<file path="config.mk">
export PLATFORM = sky130hd
export DESIGN_NAME = mem_arbiter
export DESIGN_NICKNAME = d
export VERILOG_FILES = /design/src/rtl/aww_types_pkg.sv /design/src/rtl/cpu_types_pkg.sv /design/src/rtl/mem_arb_perf.sv /design/src/rtl/mem_arbiter.sv
export SDC_FILE = /design/constraint.sdc
export NUM_CORES = 1
export LEC_CHECK = 0
export ABC_CLOCK_PERIOD_IN_PS = 1500
export BUFFER_PORTS_ARGS = -buffer_cell sky130_fd_sc_hd__buf_2
export CORE_AREA = 8 8 99 101
export DETAILED_ROUTE_END_ITERATION = 6
export DIE_AREA = 0 0 107 109
export MAX_ROUTING_LAYER = met4
export PLACE_DENSITY = 0.71
export SLEW_MARGIN = 20
export SYNTH_ARGS = -nofsm -noshare
export SYNTH_HDL_FRONTEND = slang
export SYNTH_SLANG_ARGS = --single-unit
export TNS_END_PERCENT = 1
</file>
<file path="constraint.sdc">
create_clock -name CLK -period 1.5 [get_ports CLK]
set_input_delay 0.075 -clock CLK [delete_from_list [all_inputs] [get_ports CLK]]
set_output_delay 0.075 -clock CLK [all_outputs]
set_load 0.05 [all_outputs]
</file>
<file path="src/rtl/aww_types_pkg.sv">
// rtl/aww_types_pkg.sv - memory arbiter FSM state and starvation counter width
package aww_types_pkg;

  typedef enum logic [1:0] {
    ARB_IDLE   = 2'd0,
    ARB_IGRANT = 2'd1,
    ARB_DGRANT = 2'd2
  } arb_state_t;

  // Wide enough for any STARVE_LIMIT in 1..15
  localparam int unsigned STARVE_W = 4;

endpackage

</file>
<file path="src/rtl/cpu_types_pkg.sv">
// rtl/cpu_types_pkg.sv - shared core types: machine word and RAM handshake state
package cpu_types_pkg;

  typedef logic [31:0] word_t;

  typedef enum logic [1:0] {
    FREE   = 2'd0,
    BUSY   = 2'd1,
    ACCESS = 2'd2,
    ERROR  = 2'd3
  } ramstate_t;

endpackage

</file>
<file path="src/rtl/mem_arb_perf.sv">
// rtl/mem_arb_perf.sv - wrapping counters of completed I/D transactions and stalled cycles
module mem_arb_perf (
  input  logic        clk_i,
  input  logic        rst_i,
  input  logic        i_done_i,
  input  logic        d_done_i,
  input  logic        stall_i,
  output logic [31:0] igrant_cnt_o,
  output logic [31:0] dgrant_cnt_o,
  output logic [31:0] stall_cnt_o
);

  logic [31:0] igrant_q, dgrant_q, stall_q;

  always_ff @(posedge clk_i or posedge rst_i) begin
    if (rst_i) begin
      igrant_q <= '0;
      dgrant_q <= '0;
      stall_q  <= '0;
    end else begin
      if (i_done_i) igrant_q <= igrant_q + 32'd1;
      if (d_done_i) dgrant_q <= dgrant_q + 32'd1;
      if (stall_i)  stall_q  <= stall_q + 32'd1;
    end
  end

  assign igrant_cnt_o = igrant_q;
  assign dgrant_cnt_o = dgrant_q;
  assign stall_cnt_o  = stall_q;

endmodule

</file>
<file path="src/rtl/mem_arbiter.sv">
// rtl/mem_arbiter.sv - single-port RAM arbiter, data priority with bounded fetch starvation
// MEM_ARB_PERF_EN adds igrant_cnt/dgrant_cnt/stall_cnt performance counter ports.
module mem_arbiter
  import cpu_types_pkg::*;
  import aww_types_pkg::*;
#(
  parameter int unsigned STARVE_LIMIT = 4
) (
  input  logic      CLK,
  input  logic      RST,
  input  logic      iREN,
  input  word_t     iaddr,
  input  logic      dREN,
  input  logic      dWEN,
  input  word_t     daddr,
  input  word_t     dstore,
  output logic      iwait,
  output logic      dwait,
  output word_t     iload,
  output word_t     dload,
  output logic      ramREN,
  output logic      ramWEN,
  output word_t     ramaddr,
  output word_t     ramstore,
  input  word_t     ramload,
  input  ramstate_t ramstate
`ifdef MEM_ARB_PERF_EN
  ,
  output logic [31:0] igrant_cnt,
  output logic [31:0] dgrant_cnt,
  output logic [31:0] stall_cnt
`endif
);

  localparam logic [STARVE_W-1:0] LIMIT = STARVE_W'(STARVE_LIMIT);

  arb_state_t          state_q, state_d;
  logic [STARVE_W-1:0] starve_q, starve_d;
  logic                dreq, i_done, d_done, i_wins;

  always_comb begin
    dreq   = dREN | dWEN;
    i_wins = iREN && (!dreq || (starve_q == LIMIT));
    i_done = (state_q == ARB_IGRANT) && iREN && (ramstate == ACCESS);
    d_done = (state_q == ARB_DGRANT) && dreq && (ramstate == ACCESS);
  end

  // A dropped request or an ERROR reply abandons the grant and re-arbitrates
  always_comb begin
    state_d  = state_q;
    starve_d = starve_q;
    case (state_q)
      ARB_IDLE: begin
        if (i_wins)    state_d = ARB_IGRANT;
        else if (dreq) state_d = ARB_DGRANT;
      end
      ARB_IGRANT: begin
        if (!iREN || ramstate == ACCESS || ramstate == ERROR) state_d = ARB_IDLE;
        if (i_done) starve_d = '0;
      end
      ARB_DGRANT: begin
        if (!dreq || ramstate == ACCESS || ramstate == ERROR) state_d = ARB_IDLE;
        if (d_done) begin
          if (!iREN)                 starve_d = '0;
          else if (starve_q != LIMIT) starve_d = starve_q + 1'b1;
        end
      end
      default: state_d = ARB_IDLE;
    endcase
  end

  always_ff @(posedge CLK or posedge RST) begin
    if (RST) begin
      state_q  <= ARB_IDLE;
      starve_q <= '0;
    end else begin
      state_q  <= state_d;
      starve_q <= starve_d;
    end
  end

  always_comb begin
    iwait    = !i_done;
    dwait    = !d_done;
    ramREN   = 1'b0;
    ramWEN   = 1'b0;
    ramaddr  = '0;
    ramstore = '0;
    case (state_q)
      ARB_IGRANT: begin
        ramREN  = 1'b1;
        ramaddr = iaddr;
      end
      ARB_DGRANT: begin
        ramaddr = daddr;
        if (dWEN) begin
          ramWEN   = 1'b1;
          ramstore = dstore;
        end else begin
          ramREN = 1'b1;
        end
      end
      default: ;
    endcase
  end

  assign iload = ramload;
  assign dload = ramload;

  a_no_dual_data_req : assert property (@(posedge CLK) disable iff (RST) !(dREN && dWEN));

`ifdef MEM_ARB_PERF_EN
  mem_arb_perf u_perf (
    .clk_i        (CLK),
    .rst_i        (RST),
    .i_done_i     (i_done),
    .d_done_i     (d_done),
    .stall_i      ((iREN && iwait) || (dreq && dwait)),
    .igrant_cnt_o (igrant_cnt),
    .dgrant_cnt_o (dgrant_cnt),
    .stall_cnt_o  (stall_cnt)
  );
`endif

endmodule

</file>
==> results of run 1 <==
## final cells by class
| type | instances | share of cell area |
|---|---|---|
| clock buffer | 3 | 0.0139 |
| sequential | 6 | 0.0506 |
| timing repair buffer | 183 | 0.502 |
| tap | 108 | 0.0456 |
| inverter | 8 | 0.0101 |
| multi-input combinational | 136 | 0.378 |
## through the flow
stage	hold WS, ps	cells	util	area [um2]
floorplan	-134	233	-	1790
global placement	10.3	438	0.281	2360
detailed placement	15.2	438	0.281	2360
CTS	150	443	0.327	2740
global route	150	444	0.354	2970
finish	150	444	0.354	2970
## cell usage in the layout (no fill, tap or decap), types with 3 or more instances in the layout
| master | netlist | layout |
|---|---|---|
| o21ai_0 | 5 | 3 |
| a22oi_1 | 32 | 26 |
| buf_2 | 5 | 103 |
| nor2_1 | 3 | 3 |
| clkbuf_8 | 0 | 3 |
| and3_1 | 32 | 31 |
| buf_12 | 0 | 7 |
| buf_6 | 0 | 63 |
| buf_4 | 66 | 6 |
| nand3_1 | 4 | 4 |
| inv_1 | 7 | 6 |
| a22oi_2 | 0 | 6 |
| dfrtp_1 | 6 | 6 |
| nor2b_2 | 0 | 31 |
## registers in the layout, summed over array words and instances, names as in the netlist
signal and count:
starve_q 4, state_q 2
## logic make-up (layout without fill, tap and decap cells)
logic type               Yosys count  after routing  share of synthesized area
AO/OA/AOI/OAI                     49             49                      0.220
adder cells (fa/ha/maj)            5              5                     0.0370
buffers and inverters             91            194                      0.352
flip-flops                         6              6                     0.0887
multiplexers                       2              2                     0.0155
AND/OR/NAND/NOR                   80             80                      0.288
## cells in the mapped netlist, types with 2 or more instances
| cell | count |
|---|---|
| o21ai_0 | 5 |
| inv_1 | 7 |
| nor2_1 | 3 |
| buf_4 | 66 |
| ha_1 | 5 |
| and3_1 | 32 |
| a22o_1 | 2 |
| nand3_1 | 4 |
| nor2b_1 | 34 |
| a21oi_1 | 3 |
| buf_2 | 5 |
| clkbuf_1 | 12 |
| nand3b_1 | 2 |
| o41ai_1 | 2 |
| dfrtp_1 | 6 |
| nand2_1 | 2 |
| a22oi_1 | 32 |
## path summary, 6_finish.rpt
check / from / end / slack [ps] / cells after the start
hold / removal: ramload[22] / dload[22] / 150 / 0
hold reg to reg: starve_q[3]$_DFFE_PP0P_ / starve_q[3]$_DFFE_PP0P_ / 560 / 1
max in group asynchronous: RST / starve_q[0]$_DFFE_PP0P_ / 960 / 3
setup / recovery: state_q[0]$_DFFE_PP0P_ / ramaddr[25] / -160 / 6
min in group asynchronous: RST / state_q[0]$_DFFE_PP0P_ / 330 / 3
setup reg to reg: state_q[0]$_DFFE_PP0P_ / starve_q[0]$_DFFE_PP0P_ / -130 / 6
## report_power, final
part           internal, uW  switching (uW)
clock                   172            67.0
sequential              200            31.0
combinational          2140            2840
total                  2510            2940
## worst register-to-register path, cell delays in order (launching register included)
cell	delay (ps)
dfrtp_1	380
inv_2	120
ha_4	240
mux2_4	190
o311ai_4	110
o21bai_1	210
mux2_2	270
## repair_timing
item,in CTS,in global routing
endpoints found under the setup margin,73,74
endpoints found under the hold margin,6,0
pin swaps,1,3
hold buffers,1,0
gates cloned,1,1
resized for setup,101,53
## metal layers
metal,share of wire,vias to the layer above,GRT usage
li1,-,953,-
met1,0.36,936,0.121
met2,0.57,76,0.205
met3,0.057,13,0.0254
met4,0.0085,0,0.0241
met5,0,-,-
==> results.yml, run 1 <==
status:
  status: "finished, violations left"
  violations: "negative setup slack"
yosys:
  syn_nets: 373
  yosys.area.top_type: "buf_4"
  avgSynthCellArea_um2: 7.27
  ys.flop_type: "dfrtp_1"
  synth.area.top_cells: "buf_4 29%, a22oi_1 14%, nor2b_1 13%"
  syn_inst: 233
  async_reset_ff_frac: 1.00
  synth_top_area_frac: 0.293
  yosys_warnings: 0
  ys_seq_area_frac: 0.0887
  ys_seq_elements: 6
  synth.distinct_cells: 28
  synth_area_um2: 1690
  synth_edf_count: 0
grt:
  grt_use_total: 0.112
  grt_remaining_overflow: 0
  grt_max_degree: 36
  grt_pass1_wl_um: 10700
  first_global_vias: 2172
  antenna_found_initial: 0
sta:
  fin_setup_tns_ps: -6410
  worst_slew_pin_slew_ps: 329
  fin_crit_sh: 1.11
  setup_slack_ps: -159
  setup_viol: 70
  maxSlewViolCount: 0
  relSlewSlack: 0.780
  skew_ps: 4.77
  fin_crit_ps: 1660
  hold_viol: 0
  fmax_mhz: 603
  rsz0062_at_grt: "yes"
cts:
  cts.sink_count: 6
  cts.path.max_buffers: 2
  post_cts_buffers: 0
  cts-root-buf: "clkbuf_8"
  cts_tree: "yes"
  clk_pin_slew_ps: 40
  htreeDepth: 1
  clock_latency_ps: 220
  cts_buffers: 3
cells_and_area:
  fillCellCount: 856
  seq_area_um2: 150
  multi_input_area_um2: 1120
  nets: 478
  num_antenna_cells: 0
  syn_to_final_growth_pct: 75.2
  final_layout_size_suffix_gt1_frac: 0.702
flow_run:
  drv_cap: 0
pwr:
  p_leak_uw: 0.00148
  power_uw: 5450
  max-vdd-ir-drop_mv: 0.717
  pwr_density_cell_nw_per_um2: 1840
critical_path:
  arrival_ps: 1580
  cp_cell_sequence: "inv_2 > ha_4 > clkbuf_16 > a22oi_1 > nor2b_2 > buf_6"
  crit_path_start_kind: "flip-flop"
  cp_top_family: "buffers and inverters"
  crit_slowest_cell: "dfrtp_1"
  path_max_fanout: 16
  worst_ep_required_time_ps: 1420
  path_buf_inv: 3
  critPathKind: "reg -> out"
  cp-end-kind: "output pin"
  slowest_delay_ps: 380
floorplanning:
  std_cell_rows: 34
  io_pins: 267
  die_h_um: 109
  die_w_um: 107
  dieArea_um2: 11700
  start_util: 0.202
  core_um2: 8380
drt:
  antenna_left: 0
  via_per_inst: 4.45
  drt_iter0_drc: 129
  vias: 1978
  dr.pass1.iters: 5
  wl_per_cell_um: 17.0
  drc: 0
  routed_wl_um: 7550
placed_design:
  dp_hpwl_um: 5550
  io_buffers: 170
  finalWeightedCongestion: 0.769
  pre_cts_ws_ps: -129
min_path:
  hold_path_class: "in -> out"
No activity file was read; power rests on OpenSTA's default activity.
==> run 2: changes to the inputs <==
--- a/config.mk
+++ b/config.mk
@@ -6,5 +6,5 @@
 export NUM_CORES = 1
 export LEC_CHECK = 0
-export ABC_CLOCK_PERIOD_IN_PS = 1500
+export ABC_CLOCK_PERIOD_IN_PS = 1400
 export BUFFER_PORTS_ARGS = -buffer_cell sky130_fd_sc_hd__buf_2
 export CORE_AREA = 8 8 99 101
==> constraint.sdc (replaced) <==
create_clock -name CLK -period 1.4 [get_ports CLK]
set_input_delay 0.14 -clock CLK [delete_from_list [all_inputs] [get_ports CLK]]
set_output_delay 0.14 -clock CLK [all_outputs]
set_load 0.05 [all_outputs]
==> results.yml, run 2 (synthesis results as in run 1) <==
sta:
  fin_crit_ps: 1740
  rsz0062_at_grt: "yes"
  fmax_mhz: 575
  hold_viol: 0
  fin_crit_sh: 1.24
  skew_ps: 0.836
  setup_viol: 74
  worst_slew_pin_slew_ps: 328
  relSlewSlack: 0.781
  maxSlewViolCount: 0
  setup_slack_ps: -339
cells_and_area:
  fin_util: 0.367
  reg.largest.list: "starve_q (4), state_q (2)"
  largest_reg_flops: 4
  largest_register: "starve_q"
  nets: 483
  num_antenna_cells: 0
  layout_common_cells: "102 x buf_2, 63 x buf_6, 32 x and3_1, 21 x a22oi_1, 21 x nor2b_2"
  syn_to_final_growth_pct: 81.8
  final_common_cell: "buf_2"
  final_layout_size_suffix_gt1_frac: 0.718
critical_path:
  cp-end-kind: "output pin"
  crit_path_start_kind: "flip-flop"
  path_max_fanout: 16
  crit_slowest_cell: "dfrtp_1"
  critPathKind: "reg -> out"
  cp_cell_sequence: "inv_2 > ha_4 > clkbuf_16 > a22oi_1 > nor2b_2 > buf_6"
  worst_ep_required_time_ps: 1260
  slowest_delay_ps: 390
  arrival_ps: 1600
drt:
  routed_wl_um: 7630
  antenna_left: 0
  drt_iter0_drc: 98
  wl_per_cell_um: 17.0
  dr.pass1.iters: 4
  drc: 0
  vias: 2009
  via_per_inst: 4.47
status:
  violations: "negative setup slack"
  status: "finished, violations left"
placed_design:
  pre_cts_ws_ps: -267
  dp_hpwl_um: 5550
  io_buffers: 170
  finalWeightedCongestion: 0.781
grt:
  grt_remaining_overflow: 0
  grt_use_total: 0.113
  antenna_found_initial: 0
  grt_pass1_wl_um: 10700
  first_global_vias: 2161
  grt_max_degree: 36
cts:
  cts-root-buf: "clkbuf_8"
  cts_tree: "yes"
  clock_latency_ps: 230
  cts.path.max_buffers: 2
  cts_buffers: 3
  clk_pin_slew_ps: 40
  htreeDepth: 1
  cts.sink_count: 6
floorplanning:
  start_util: 0.202
  std_cell_rows: 34
  core_um2: 8380
  dieArea_um2: 11700
  die_h_um: 109
  io_pins: 267
  die_w_um: 107
pwr:
  p_leak_uw: 0.00154
  max-vdd-ir-drop_mv: 0.767
  internal_power_uw: 2860
  p_seq_frac: 0.039
  pwr_density_cell_nw_per_um2: 1980
  combPwrFrac: 0.917
  clkPwrFrac: 0.044
  swShare: 0.532
  switchingPower_uw: 3250
min_path:
  hold_path_class: "in -> out"
flow_run:
  drv_cap: 0
==> run 2: path summary, 6_finish.rpt <==
kind / start / endpoint / slack (ps) / cells past startpoint
min reg2reg: starve_q[3]$_DFFE_PP0P_ / starve_q[3]$_DFFE_PP0P_ / 500 / 1
max reg2reg: state_q[0]$_DFFE_PP0P_ / starve_q[0]$_DFFE_PP0P_ / -310 / 7
min in group asynchronous: RST / starve_q[2]$_DFFE_PP0P_ / 380 / 3
min: ramload[22] / dload[22] / 280 / 0
max in group asynchronous: RST / starve_q[3]$_DFFE_PP0P_ / 810 / 3
max: state_q[0]$_DFFE_PP0P_ / ramaddr[23] / -340 / 6
==> run 2: what timing repair did <==
| item | CTS | global route |
|---|---|---|
| gates cloned | 1 | 1 |
| resized for setup | 117 | 52 |
| endpoints found under the setup margin | 74 | 74 |
| pin swaps | 1 | 5 |
| hold buffers | 1 | 0 |
| buffers inserted | 0 | 2 |
| endpoints found under the hold margin | 6 | 0 |
==> run 2: routing by layer <==
metal	GRT usage	routed length, um
met4	0.0342	87
met3	0.0230	416
met1	0.125	2870
met2	0.200	4250
met5	-	0
==> run 2: layout make-up <==
type	instances	area, um2
repair buffers	188	1540
fillers	852	5300
inverters	8	30.0
multi-input cells	136	1180
well taps	108	135
clock buffers	3	41.3
flip-flops and latches	6	150
==> run 2: power groups by stage <==
stage | clock (uW) | combinational, uW | sequential (uW)
2_1_floorplan | 0 | 3590 | 253
3_3_place_gp | 0 | 4220 | 240
6_report | 269 | 5600 | 240
5_1_grt | 290 | 5850 | 248
4_1_cts | 274 | 5160 | 240
3_5_place_dp | 0 | 4290 | 242
==> run 2: critical path, delay by kind of cell (launching register included) <==
| family | cells | cell delay [ps] |
|---|---|---|
| compound gates | 1 | 100 |
| fa+ha+maj | 1 | 240 |
| buf+inv | 3 | 500 |
| flops | 1 | 390 |
| simple gates | 1 | 140 |
==> run 2: through the flow <==
stage	hold WS, ps	power, uW	setup TNS, ps	std cells	cell area (um2)
2_1_floorplan	-69.0	3840	-18510	233	1790
3_3_place_gp	70.2	4460	-7680	441	2390
3_5_place_dp	79.7	4530	-9130	441	2390
4_1_cts	280	5680	-19650	446	2840
5_1_grt	280	6390	-25150	449	3080
6_report	280	6110	-19840	449	3080
